## config.mk

```make
export PLATFORM = sky130hd
export DESIGN_NAME = one_hot_pulse_mon
export DESIGN_NICKNAME = d
export VERILOG_FILES = /design/src/rtl/one_hot_pulse_mon_pkg.sv /design/src/rtl/one_hot_pulse_mon_sync_edge_det.sv /design/src/rtl/one_hot_pulse_mon.sv
export SDC_FILE = /design/constraint.sdc
export NUM_CORES = 1
export LEC_CHECK = 0
export ABC_AREA = 1
export ABC_CLOCK_PERIOD_IN_PS = 4800
export CAP_MARGIN = 20
export CORE_MARGIN = 3
export CORE_UTILIZATION = 35
export CTS_CLUSTER_SIZE = 10
export DETAILED_ROUTE_END_ITERATION = 16
export PLACE_DENSITY_LB_ADDON = 0.3
export RECOVER_POWER = 100
export REMOVE_ABC_BUFFERS = 1
export SKIP_LAST_GASP = 1
export SLEW_MARGIN = 20
export SYNTH_ARGS = -nofsm -noshare
export SYNTH_HDL_FRONTEND = slang
export SYNTH_SLANG_ARGS = --single-unit
```

## constraint.sdc

```tcl
create_clock -name sys_clk -period 4.8 [get_ports sys_clk]
set_clock_uncertainty 0.05 [all_clocks]
set_input_delay 0.48 -clock sys_clk [delete_from_list [all_inputs] [get_ports sys_clk]]
set_output_delay 0.48 -clock sys_clk [all_outputs]
set_load 0.02 [all_outputs]
```

## src/rtl/one_hot_pulse_mon_pkg.sv

```systemverilog
`default_nettype none
// ============================================================================
// one_hot_pulse_mon_pkg : shared FSM encoding and default ring-divider settings
// Rev 1.0
// ============================================================================
package one_hot_pulse_mon_pkg;

    typedef enum logic [1:0] {
        ST_IDLE    = 2'd0,
        ST_MEASURE = 2'd1,
        ST_LOCKED  = 2'd2
    } mon_state_t;

    // Also used by the transmitting divider so both ends agree on the pattern.
    localparam int c_def_n        = 5;
    localparam int c_def_exp_high = 1;

endpackage
`default_nettype wire

```

## src/rtl/one_hot_pulse_mon_sync_edge_det.sv

```systemverilog
`default_nettype none
// ============================================================================
// one_hot_pulse_mon_sync_edge_det : multi-flop synchroniser with rise/fall detect
// Rev 1.0
// ============================================================================
module one_hot_pulse_mon_sync_edge_det
    import one_hot_pulse_mon_pkg::*;
#(
    parameter int SYNC_STAGES = 2
) (
    input  logic clk,
    input  logic rst_n,
    input  logic d,
    output logic s,
    output logic rise,
    output logic fall
);

    logic [SYNC_STAGES-1:0] r_sync;
    logic                   r_s_d;

    always_ff @(posedge clk or negedge rst_n) begin
        if (!rst_n) begin
            r_sync <= '0;
            r_s_d  <= 1'b0;
        end else begin
            r_sync <= {r_sync[SYNC_STAGES-2:0], d};
            r_s_d  <= r_sync[SYNC_STAGES-1];
        end
    end

    assign s    = r_sync[SYNC_STAGES-1];
    assign rise = s & ~r_s_d;
    assign fall = ~s & r_s_d;

endmodule
`default_nettype wire

```

## src/rtl/one_hot_pulse_mon.sv

```systemverilog
`default_nettype none
// ============================================================================
// one_hot_pulse_mon : period/high-time checker and lock detector for a one-hot
// divider pulse. Optional sticky lock-loss flag: ONE_HOT_MON_STICKY_LOSS_EN.
// Rev 1.0
// ============================================================================
module one_hot_pulse_mon
    import one_hot_pulse_mon_pkg::*;
#(
    parameter int N           = c_def_n,
    parameter int EXP_HIGH    = c_def_exp_high,
    parameter int SYNC_STAGES = 2,
    parameter int LOCK_CNT    = 4,
    parameter int CNT_W       = 8,
    parameter int ERR_W       = 8
) (
    input  logic             sys_clk,
    input  logic             sys_rst_n,
    input  logic             pulse_in,
    input  logic             clear,
    output logic             locked,
    output logic [CNT_W-1:0] period,
    output logic [CNT_W-1:0] high_len,
    output logic [ERR_W-1:0] err_cnt,
    output logic             err_pulse,
    output logic             lock_lost
);

    localparam int RUN_W = $clog2(LOCK_CNT + 1);

    localparam logic [CNT_W-1:0] c_period  = CNT_W'(N);
    localparam logic [CNT_W-1:0] c_high    = CNT_W'(EXP_HIGH);
    localparam logic [CNT_W-1:0] c_timeout = CNT_W'(2 * N);
    localparam logic [CNT_W-1:0] c_one     = CNT_W'(1);
    localparam logic [RUN_W-1:0] c_run_max = RUN_W'(LOCK_CNT - 1);

    logic             w_s;
    logic             w_rise;
    logic             w_fall;
    mon_state_t       r_state;
    mon_state_t       w_state_nxt;
    logic [CNT_W-1:0] r_cyc;
    logic [CNT_W-1:0] r_hi;
    logic [CNT_W-1:0] r_hi_q;
    logic [RUN_W-1:0] r_run;
    logic [RUN_W-1:0] w_run_nxt;
    logic             w_good;
    logic             w_timeout;
    logic             w_err;
    logic             w_lock_nxt;

    one_hot_pulse_mon_sync_edge_det #(
        .SYNC_STAGES (SYNC_STAGES)
    ) u_sync (
        .clk   (sys_clk),
        .rst_n (sys_rst_n),
        .d     (pulse_in),
        .s     (w_s),
        .rise  (w_rise),
        .fall  (w_fall)
    );

    // Timeout is only reachable on a non-rise cycle because rise reloads cyc.
    always_comb begin
        w_good      = (r_cyc == c_period) && (r_hi_q == c_high);
        w_timeout   = (r_cyc >= c_timeout);
        w_state_nxt = r_state;
        w_run_nxt   = r_run;
        w_err       = 1'b0;
        w_lock_nxt  = locked;
        case (r_state)
            ST_IDLE: begin
                if (w_rise) begin
                    w_state_nxt = ST_MEASURE;
                    w_run_nxt   = '0;
                end
            end
            ST_MEASURE: begin
                if (w_rise) begin
                    if (w_good) begin
                        if (r_run == c_run_max) begin
                            w_state_nxt = ST_LOCKED;
                            w_run_nxt   = '0;
                            w_lock_nxt  = 1'b1;
                        end else begin
                            w_run_nxt = r_run + RUN_W'(1);
                        end
                    end else begin
                        w_run_nxt = '0;
                        w_err     = 1'b1;
                    end
                end else if (w_timeout) begin
                    w_state_nxt = ST_IDLE;
                    w_run_nxt   = '0;
                    w_err       = 1'b1;
                end
            end
            ST_LOCKED: begin
                if (w_rise) begin
                    if (!w_good) begin
                        w_state_nxt = ST_MEASURE;
                        w_run_nxt   = '0;
                        w_lock_nxt  = 1'b0;
                        w_err       = 1'b1;
                    end
                end else if (w_timeout) begin
                    w_state_nxt = ST_IDLE;
                    w_run_nxt   = '0;
                    w_lock_nxt  = 1'b0;
                    w_err       = 1'b1;
                end
            end
            default: begin
                w_state_nxt = ST_IDLE;
                w_run_nxt   = '0;
                w_lock_nxt  = 1'b0;
            end
        endcase
    end

    always_ff @(posedge sys_clk or negedge sys_rst_n) begin
        if (!sys_rst_n) begin
            r_state   <= ST_IDLE;
            r_run     <= '0;
            r_cyc     <= '0;
            r_hi      <= '0;
            r_hi_q    <= '0;
            locked    <= 1'b0;
            period    <= '0;
            high_len  <= '0;
            err_cnt   <= '0;
            err_pulse <= 1'b0;
        end else if (clear) begin
            r_state   <= ST_IDLE;
            r_run     <= '0;
            r_cyc     <= '0;
            r_hi      <= '0;
            r_hi_q    <= '0;
            locked    <= 1'b0;
            period    <= '0;
            high_len  <= '0;
            err_cnt   <= '0;
            err_pulse <= 1'b0;
        end else begin
            r_state   <= w_state_nxt;
            r_run     <= w_run_nxt;
            locked    <= w_lock_nxt;
            err_pulse <= w_err;
            if (w_err && (err_cnt != '1)) begin
                err_cnt <= err_cnt + ERR_W'(1);
            end
            if (w_rise) begin
                r_cyc <= c_one;
            end else if (r_cyc != '1) begin
                r_cyc <= r_cyc + c_one;
            end
            if (w_rise) begin
                r_hi <= c_one;
            end else if (w_s && (r_hi != '1)) begin
                r_hi <= r_hi + c_one;
            end
            if (w_fall) begin
                r_hi_q <= r_hi;
            end
            if (w_rise && (r_state != ST_IDLE)) begin
                period   <= r_cyc;
                high_len <= r_hi_q;
            end
        end
    end

`ifdef ONE_HOT_MON_STICKY_LOSS_EN
    always_ff @(posedge sys_clk or negedge sys_rst_n) begin
        if (!sys_rst_n) begin
            lock_lost <= 1'b0;
        end else if (clear) begin
            lock_lost <= 1'b0;
        end else if ((r_state == ST_LOCKED) && (w_state_nxt != ST_LOCKED)) begin
            lock_lost <= 1'b1;
        end
    end
`else
    assign lock_lost = 1'b0;
`endif

endmodule
`default_nettype wire
```

==> results.md <==
- Status: finished, violations left
- Violated checks: max-capacitance violations, max-slew violations
- Buffers & Inverters on Critical Path: 3
- Post-CTS setup buffer count: 0
- Fmax: around 290 MHz
- Synth warn: 0
- Seq. cell area: between 0.001 and 0.0015 mm2
- Synth unique cells: 38
- DR pass1 iterations: 4
- I/O Buffers: 29
- Starting Density: 0.365
- Die height: 102 um
- Commonest cells after routing, fill and taps aside: nand2_1 (72), dfrtp_1 (58), nor2_1 (53)
- Hold Violations, Final: 0
- Sequential power share: 0.424
- Top_reg_cell synth: dfrtp_1
- Most common cell after layout, fill and taps aside: nand2_1
- Largest net degree at the start of global routing: 59
- H-Tree Depth: 3
- Crit path max fanout: 36
- Worst Hold Depth: 0
- DR vias/cell: 5.12
- Clk pwr share: 0.360
- Met3 Usage GRT: 0.0444
- Sequential-to-total area share from yosys stat: 0.449
- Final min period: 3440 ps
- EDFF count, synth: 0
- Setup CP Type: in2reg
- Final Cycle Share: 0.717
- Cell Int Power: just under 0.9 mW
- Total Wirelength: 7.43 mm
- Detail Route Antenna Nets: 0
- CTS Buf Count: 9
- Top area cells in the synthesized netlist: dfrtp_1 (45%), nand2_1 (8.0%), nor2_1 (6.0%)
- Setup tns final: 0 ps
- WHS Endpoint: u_sync.r_sync[1]
- Multi-input logic area: approximately 0.0015 mm2
- Number of global-route vias before repair: around 2700
- Mapped Area: approximately 0.0032 mm2
- Die Area: between 0.01 and 0.015 mm2
- Most used routing layer: met2
- WP data arrival: approximately 3600 ps
- Post-place setup slack: 1820 ps
- Reg-to-Reg Start: u_sync.r_sync[1]
- Synth Instances: roughly 410
- Worst slew pin tran: 3080 ps
- Largest stage delay, worst path: 860 ps
- Post-synth top area cell: dfrtp_1
- Worst setup margin: between 1000 and 1500 ps
- Io pins: 31
- DRC viols: 0
- Post-synth top area share: 0.449
- GRT Total Usage: 0.156
- Unrepaired setup endpoints after global routing: false
- Worst Setup SP: clear
- Net Sw Frac: 0.323
- Post_cts resized: 0
- First-pass GRT wire length: 12.8 mm
- DPL Wire Length: 5.21 mm
- WHS: between 200 and 300 ps
- Crit path required time: 4970 ps
- Tot Pwr: between 1 and 1.5 mW
- Register bit total from synthesis: between 50 and 60
- Final GP Congestion: approximately 0.84
- # rows: 34
- Pleak: ~1.9 nW
- Hold Crit Class: reg2reg
- Syn Area/Cell: 7.94 um2
- Average wire per standard cell: roughly 13 um
- R2R Path End: r_hi[0]
- Switch Pwr: around 0.42 mW
- Vias: approximately 2800
- Crit-path leading delay family: buffers and inverters
- Die width: between 100 and 150 um
- Layout cell share with drive strength beyond 1: 0.0835
- Nets: around 450
- Clk sink count: 58
- Clock transition at path regs: about 60 ps
- Worst R2R Setup Slack: 2270 ps
- Path depth of the worst reg2reg path: 6
- Antenna diodes: 0
- Largest buffer count on any clock path: 2
- GR Util met1: 0.210
- Area grow syn2layout: 16.5%
- Core area: a little under 0.009 mm2
- Comb pwr share: 0.216
- Slew HR: -1.05
- Pwr Density: ~340 mW/mm2
- Initial antenna violation count: 0
- Crit start category: input pin
- Slowest cell on crit path: inv_1
- Grt total ovfl: 0
- CTS tree: done
- Final design utilization: 0.425
- Grt met2 use: 0.245
- Hold_sp: u_sync.r_sync[0]
- Setup-failing EPs final: 0
- Max_cap viols: 1
- Slew Limit Fails: a little under 60
- Peak supply drop: 0.176 mV
- Root Buffer: clkbuf_8
- CTS Hold Bufs: 0
- Capturing element type of the critical path: flop
- Fillers: 922
- 1st-iter DRT viols: roughly 170
- Clk Latency, worst-skew pair: about 340 ps
- Crit-path cells: dlygate4sd3_1 > inv_1 > nand2_1 > inv_1 > nand2_1 > o211ai_1 > o21ai_0
- Synth async-reset ratio: 1.00
area by class of cell:
cell class	instances	share of cell area
timing repair buffer	30	0.0768
multi-input combinational	283	0.393
inverter	56	0.0559
tap	108	0.0359
clock inverter	2	0.00931
sequential	58	0.386
clock buffer	14	0.0432
cell usage after synthesis, types with 6 or more instances:
cell     count
nand2_1     69
nor2_1      52
ha_1        10
inv_2        7
a31oi_1      6
nand4_1     15
a21oi_1     14
dfrtp_1     58
nand2_2      6
inv_1       49
o21ai_1      7
o21ai_0     36
nand3_1     32
through the flow:
step	cell area, um2	std cells
after floorplan	3180	397
after global placement	3600	535
after detailed placement	3600	535
after CTS	3800	551
after global routing	3760	551
final	3760	551
state kept, by name (all words and copies together), names as in the netlist:
register / cells
r_hi: 8
err_cnt: 8
high_len: 8
err_pulse: 1
r_run: 3
r_hi_q: 8
u_sync.r_s_d: 1
locked: 1
period: 8
u_sync.r_sync: 2
r_cyc: 8
r_state: 2
how the worst max path moves through the flow:
stage                       endpoint  slack [ps]  cells past startpoint
after floorplan              r_hi[2]        3080                      6
after global placement       r_hi[2]        1930                      7
after detailed placement     r_hi[5]        1820                      7
after CTS                    r_hi[5]        2180                      7
after global routing      err_cnt[0]        1030                      2
final                        r_hi[0]        1360                      7
worst register-to-register path, delay by kind of cell, from the launching register on:
family / cells / cell delay [ps]
compound gates: 2 / 270
simple gates: 3 / 990
buf+inv: 1 / 610
flops: 1 / 480
routing by layer:
| metal | vias up | routed length, um |
|---|---|---|
| met4 | 0 | 47 |
| met3 | 4 | 349 |
| li1 | 1399 | - |
| met1 | 1346 | 3600 |
| met5 | - | 0 |
| met2 | 71 | 3440 |
power groups by stage:
stage                     Clock, mW  Sequential (mW)  Combinational [mW]
after floorplan                   0            0.563               0.179
after global placement            0            0.552               0.286
after detailed placement          0            0.553               0.291
after CTS                     0.471            0.545               0.292
after global routing          0.497            0.550               0.321
final                         0.462            0.544               0.278
cell families (layout without fill, tap and decap cells):
group | after synthesis | in the layout | synth area share
AO/OA/AOI/OAI | 73 | 73 | 0.125
multiplexers | 1 | 1 | 0.00349
buffers and inverters | 66 | 102 | 0.0817
other | 1 | 1 | 0.00116
XOR/XNOR | 4 | 4 | 0.0108
adder cells (fa/ha/maj) | 10 | 10 | 0.0387
flip-flops | 58 | 58 | 0.449
AND/OR/NAND/NOR | 194 | 194 | 0.289
No activity file was read; power rests on OpenSTA's default activity.
==> edit 1 (same settings) <==
Set the parameter `ERR_W` to 12 (it was 8).
--- a/src/rtl/one_hot_pulse_mon.sv
+++ b/src/rtl/one_hot_pulse_mon.sv
@@ -13,5 +13,5 @@
     parameter int LOCK_CNT    = 4,
     parameter int CNT_W       = 8,
-    parameter int ERR_W       = 8
+    parameter int ERR_W       = 12
 ) (
     input  logic             sys_clk,
Interface: changed (resized err_cnt); port bits go from 31 to 35. No check against the original RTL was run, so the function may have changed too.
==> edit 1 against the unedited design <==
Maximum frequency rose by 7.3%; routed wire length decreased by 0.92%; design area increased by 4.8%; global-route usage down 1.2 points; sequential cell count grew 4; synthesized area rose by 5.4%; critical path depth is 1 higher; power decreased by 3.0%; setup slack gained 0.23 ns; largest cell class is now sequential cells; highest routed layer unchanged.
==> edit 1: results (changes against the unedited design) <==
met3 wire length=448 µm (+28%); post-synthesis cell type count=41 (+7.9%); DR vias=2773 (-1.7%); Pre-antenna DRT Iters=5 (+1); Signal buf overhead=8.54% (+0.85 points); Util after Layout=42.3% (-0.25 points); multi-input combinational area share=39.0% (-0.34 points); crit path to=period[4]$_DFFE_PN0P_; Total Nets Final=450 (-0.44%); Initial DRC Count=161 (-2.4%); worst-skew pair later-pin latency=0.36 ns (+0.02 ns); first-pass GRT wire length=12.9 mm (+0.76%); Pwr Total=0.00125 W (-3.0%); Signal buffers=35 (+17%); top post-synthesis cells by area=dfrtp_1, o21ai_0, nand2_1, nand3_1, inv_1; fillers=940 (+2.0%); RR Endpoint=err_cnt[4]$_DFFE_PN0P_; Storage cell area=0.00155 mm² (+6.9%); WHS=0.223 ns (-0.0754 ns); M1 GR Usage=20.2% (-0.81 points); Syn Inst Count=402 (-1.2%); r2r setup slk=2.63 ns (+0.36 ns); worst hold-check path type=primary input to asynchronous set/reset pin; Crit path arrival time=3.45 ns (-0.16 ns); Worst Path Max Fanout=27 (-25%); met2 routed WL=3.17 mm (-7.7%); final std cells w/o fill=570 (+3.4%); Leakage=1.86 nW (-2.8%); M3 GR Usage=4.69% (+0.26 points); Worst R2R Start=r_cyc[0]$_DFFE_PN0P_; top cells by count, synth=dfrtp_1, nand2_1, o21ai_0; Routed WL=7.36 mm (-0.92%); clock share of power=33.6% (-2.4 points); vias in the first global route=2672 (-2.2%); Seq area share=39.4% (+0.78 points); gpl congestion=0.765 (-9.2%); status=finished, final reports clean; multi-input gates=280 (-1.1%); placed cell count=554 (+3.6%); Sink Count=62 (+6.9%); Worst R2R Path Depth=12 (+6); Placed Area=0.00381 mm² (+5.8%); Placement Setup Slack=1.98 ns (+0.156 ns); largest net degree at the start of global routing=63 (+6.8%); post-layout min period=3.21 ns (-0.233 ns); fraction of the yosys area taken by sequential cells=45.6% (+0.65 points); Reg power frac=45.9% (+3.5 points); switch share=34.4% (+2.1 points); total global routing track utilization=14.4% (-1.2 points); Non-Clock Inverter Count=48 (-14%); wl on met1=3.66 mm (+1.8%); share of cells above drive strength 1=13.2% (+4.8 points); clock network area share=4.41% (-0.84 points); port buffer count=33 (+14%)
==> edit 1: worst min-delay path by stage <==
stage,to,depth (start not counted)
2_1_floorplan,err_cnt[0]$_DFFE_PN0P_,0
4_1_cts,high_len[4]$_DFFE_PN0P_,2
5_1_grt,high_len[4]$_DFFE_PN0P_,2
6_report,high_len[4]$_DFFE_PN0P_,2
3_5_place_dp,u_sync.r_sync[1]$_DFF_PN0_,0
3_3_place_gp,u_sync.r_sync[1]$_DFF_PN0_,0
==> edit 1: worst max-delay path, stage by stage <==
cell             delay [ns]
clkdlybuf4s50_1        0.45
clkbuf_1               0.73
inv_1                  0.69
nand2_1                0.34
inv_1                  0.31
nor2_1                 0.26
nand3_1                0.09
nand2_1                0.09
==> edit 1: cell families after synthesis <==
group	count (synthesis)	synth area share [%]
other	1	0.110
buffers and inverters	60	8.05
AOI/OAI and AO/OA	74	11.8
xor gates and xnor gates	11	2.83
and+or+nand+nor	184	27.9
DFF	62	45.6
adders and majority gates	10	3.68
==> edit 2 (same settings) <==
Made on the original files. Re-encode `mon_state_t` (3 states) as one-hot, 3 bits wide.
--- a/src/rtl/one_hot_pulse_mon_pkg.sv
+++ b/src/rtl/one_hot_pulse_mon_pkg.sv
@@ -6,8 +6,8 @@
 package one_hot_pulse_mon_pkg;
 
-    typedef enum logic [1:0] {
-        ST_IDLE    = 2'd0,
-        ST_MEASURE = 2'd1,
-        ST_LOCKED  = 2'd2
+    typedef enum logic [2:0] {
+        ST_IDLE    = 3'b001,
+        ST_MEASURE = 3'b010,
+        ST_LOCKED  = 3'b100
     } mon_state_t;
 
Formal check against the unedited RTL: no difference found for any inputs over 10 cycles, from zero or initial values and one cycle with sys_rst_n low; not proved beyond that.
==> edit 2 against the unedited design <==
The flow finishes with violations (capacitance limit); design area down 4.0%; utilization up 0.59 points; synthesized area down 4.6%; critical endpoint is now r_hi[4]$_DFFE_PN0P_; routed wire length down 11%; setup slack better by 0.27 ns; critical path depth down 1; final cell count down 7.3%; sequential cell count up 1; hold slack worse by 0.059 ns.
Power is not compared: it rests on default switching activity, and its combinational part moved more than twofold at a synthesized area within 25%.
==> edit 2: results (changes against the unedited design) <==
status=complete, but fails checks; failing checks=capacitance limit; Vias/cell=5.00 (-2.3%); Tightest Pin Transition=1.49 ns (-1.59 ns); share of cells above drive strength 1=9.61% (+1.3 points); most common cell in the synthesized netlist=nand2_1; Total Nets Final=411 (-9.1%); Crit path arrival time=3.38 ns (-0.23 ns); initial antenna violation count=0 (unchanged); Leakage=between 1.5 and 2 nW; root buf cell=clkbuf_8; Longest Clk Path Bufs=2 (unchanged); total global routing track utilization=14.6% (-0.98 points); Ys Warns=0 (unchanged); Worst Path Max Fanout=25 (-31%); CTS H-tree lvls=3 (unchanged); Async SR Flop Fraction=100% (unchanged); worst hold-check path type=primary input to asynchronous set/reset pin; PostCTS Resize Cnt=0 (unchanged); Initial DRC Count=126 (-24%); Clock transition at path regs=around 0.07 ns; fraction of the yosys area taken by sequential cells=47.9% (+3.0 points); post-synthesis cell type count=42 (+11%); worst ir drop on vdd=129 µV; crit-path max cell delay=1.20 ns (+0.34 ns); top cells by count, synth=nand2_1, dfrtp_1, inv_1; Routed WL=6.64 mm (-11%); Primary FF master, synth=dfrtp_1; top post-synthesis cells by area=dfrtp_1, nand2_1, o21ai_0, inv_1, nand3_1; max cap viols=1 (unchanged); r2r setup slk=1.73 ns (-0.54 ns); largest net degree at the start of global routing=60 (+1.7%); DP Wirelength=4.69 mm (-10%); vias in the first global route=2503 (-8.4%); worst-skew pair later-pin latency=0.34 ns (about the same); first-pass GRT wire length=11.7 mm (-8.8%); Pre-antenna DRT Iters=4 (unchanged); Setup Buffers After CTS=0 (unchanged); gpl congestion=0.849 (+0.75%); port buffer count=29 (unchanged); Critical-path top delay cell=nor2_1; n_diodes=0 (unchanged); Worst R2R Path Depth=7 (+1); CTS buffer count=9 (unchanged)
==> edit 2: cells by family (layout without fill, tap and decap cells) <==
family / Yosys count / after routing / share of synthesized area [%]
other cells: 1 / 1 / 0.122
xor+xnor: 7 / 7 / 1.99
fa+ha+maj: 6 / 6 / 2.44
buf+inv: 60 / 97 / 7.88
flops: 59 / 59 / 47.9
compound gates: 72 / 72 / 13.1
simple gates: 164 / 164 / 26.5
==> edit 2: critical path, delay by kind of cell <==
family	cells	cell delay (ns)
buffers and inverters	2	1.03
AOI/OAI and AO/OA	1	0.10
and+or+nand+nor	3	1.76
==> edit 2: worst paths after layout <==
kind,end,from
worst max register to register,r_hi[4]$_DFFE_PN0P_,u_sync.r_sync[1]$_DFF_PN0_
max in group asynchronous,r_hi[1]$_DFFE_PN0P_,sys_rst_n
worst min-delay path,period[1]$_DFFE_PN0P_,sys_rst_n
worst max-delay path,r_hi[4]$_DFFE_PN0P_,clear
min in group sys_clk,u_sync.r_sync[1]$_DFF_PN0_,u_sync.r_sync[0]$_DFF_PN0_
worst min register to register,u_sync.r_sync[1]$_DFF_PN0_,u_sync.r_sync[0]$_DFF_PN0_
==> edit 2: layout make-up <==
type                    count  area (µm²)
repair buffers             30         293
clock inverters             6        88.8
clock buffers              10         138
flip-flops and latches     59        1480
well taps                 105         131
multi-input cells         250        1290
fillers                   826        4770
inverters                  51         193
==> edit 2: power by group <==
part / internal [W] / switching [W]
clock: 0.000306 / 0.000206
sequential: 0.000509 / 0.0000110
combinational: 0.0000257 / 0.0000755
total: 0.000841 / 0.000292
==> edit 2: metrics by stage <==
step | setup WS [ns] | instances | hold slack (ns) | area, µm² | utilization, %
after floorplan | 3.22 | 360 | 0.134 | 3030 | -
after global placement | 2.18 | 495 | 0.283 | 3460 | 41.2
after detailed placement | 2.10 | 495 | 0.287 | 3460 | 41.2
after CTS | 2.46 | 511 | 0.269 | 3680 | 43.9
after global routing | 1.30 | 511 | 0.297 | 3610 | 43.1
final | 1.63 | 511 | 0.239 | 3610 | 43.1
==> edit 2: per-layer routing <==
layer  vias to the layer above  routed length (µm)  track usage (%)
met5                         -                   0                0
met3                         7                 340             4.38
met2                        51                3130             23.4
met4                         0                  62             5.04
li1                       1273                   -                -
met1                      1224                3100             18.8
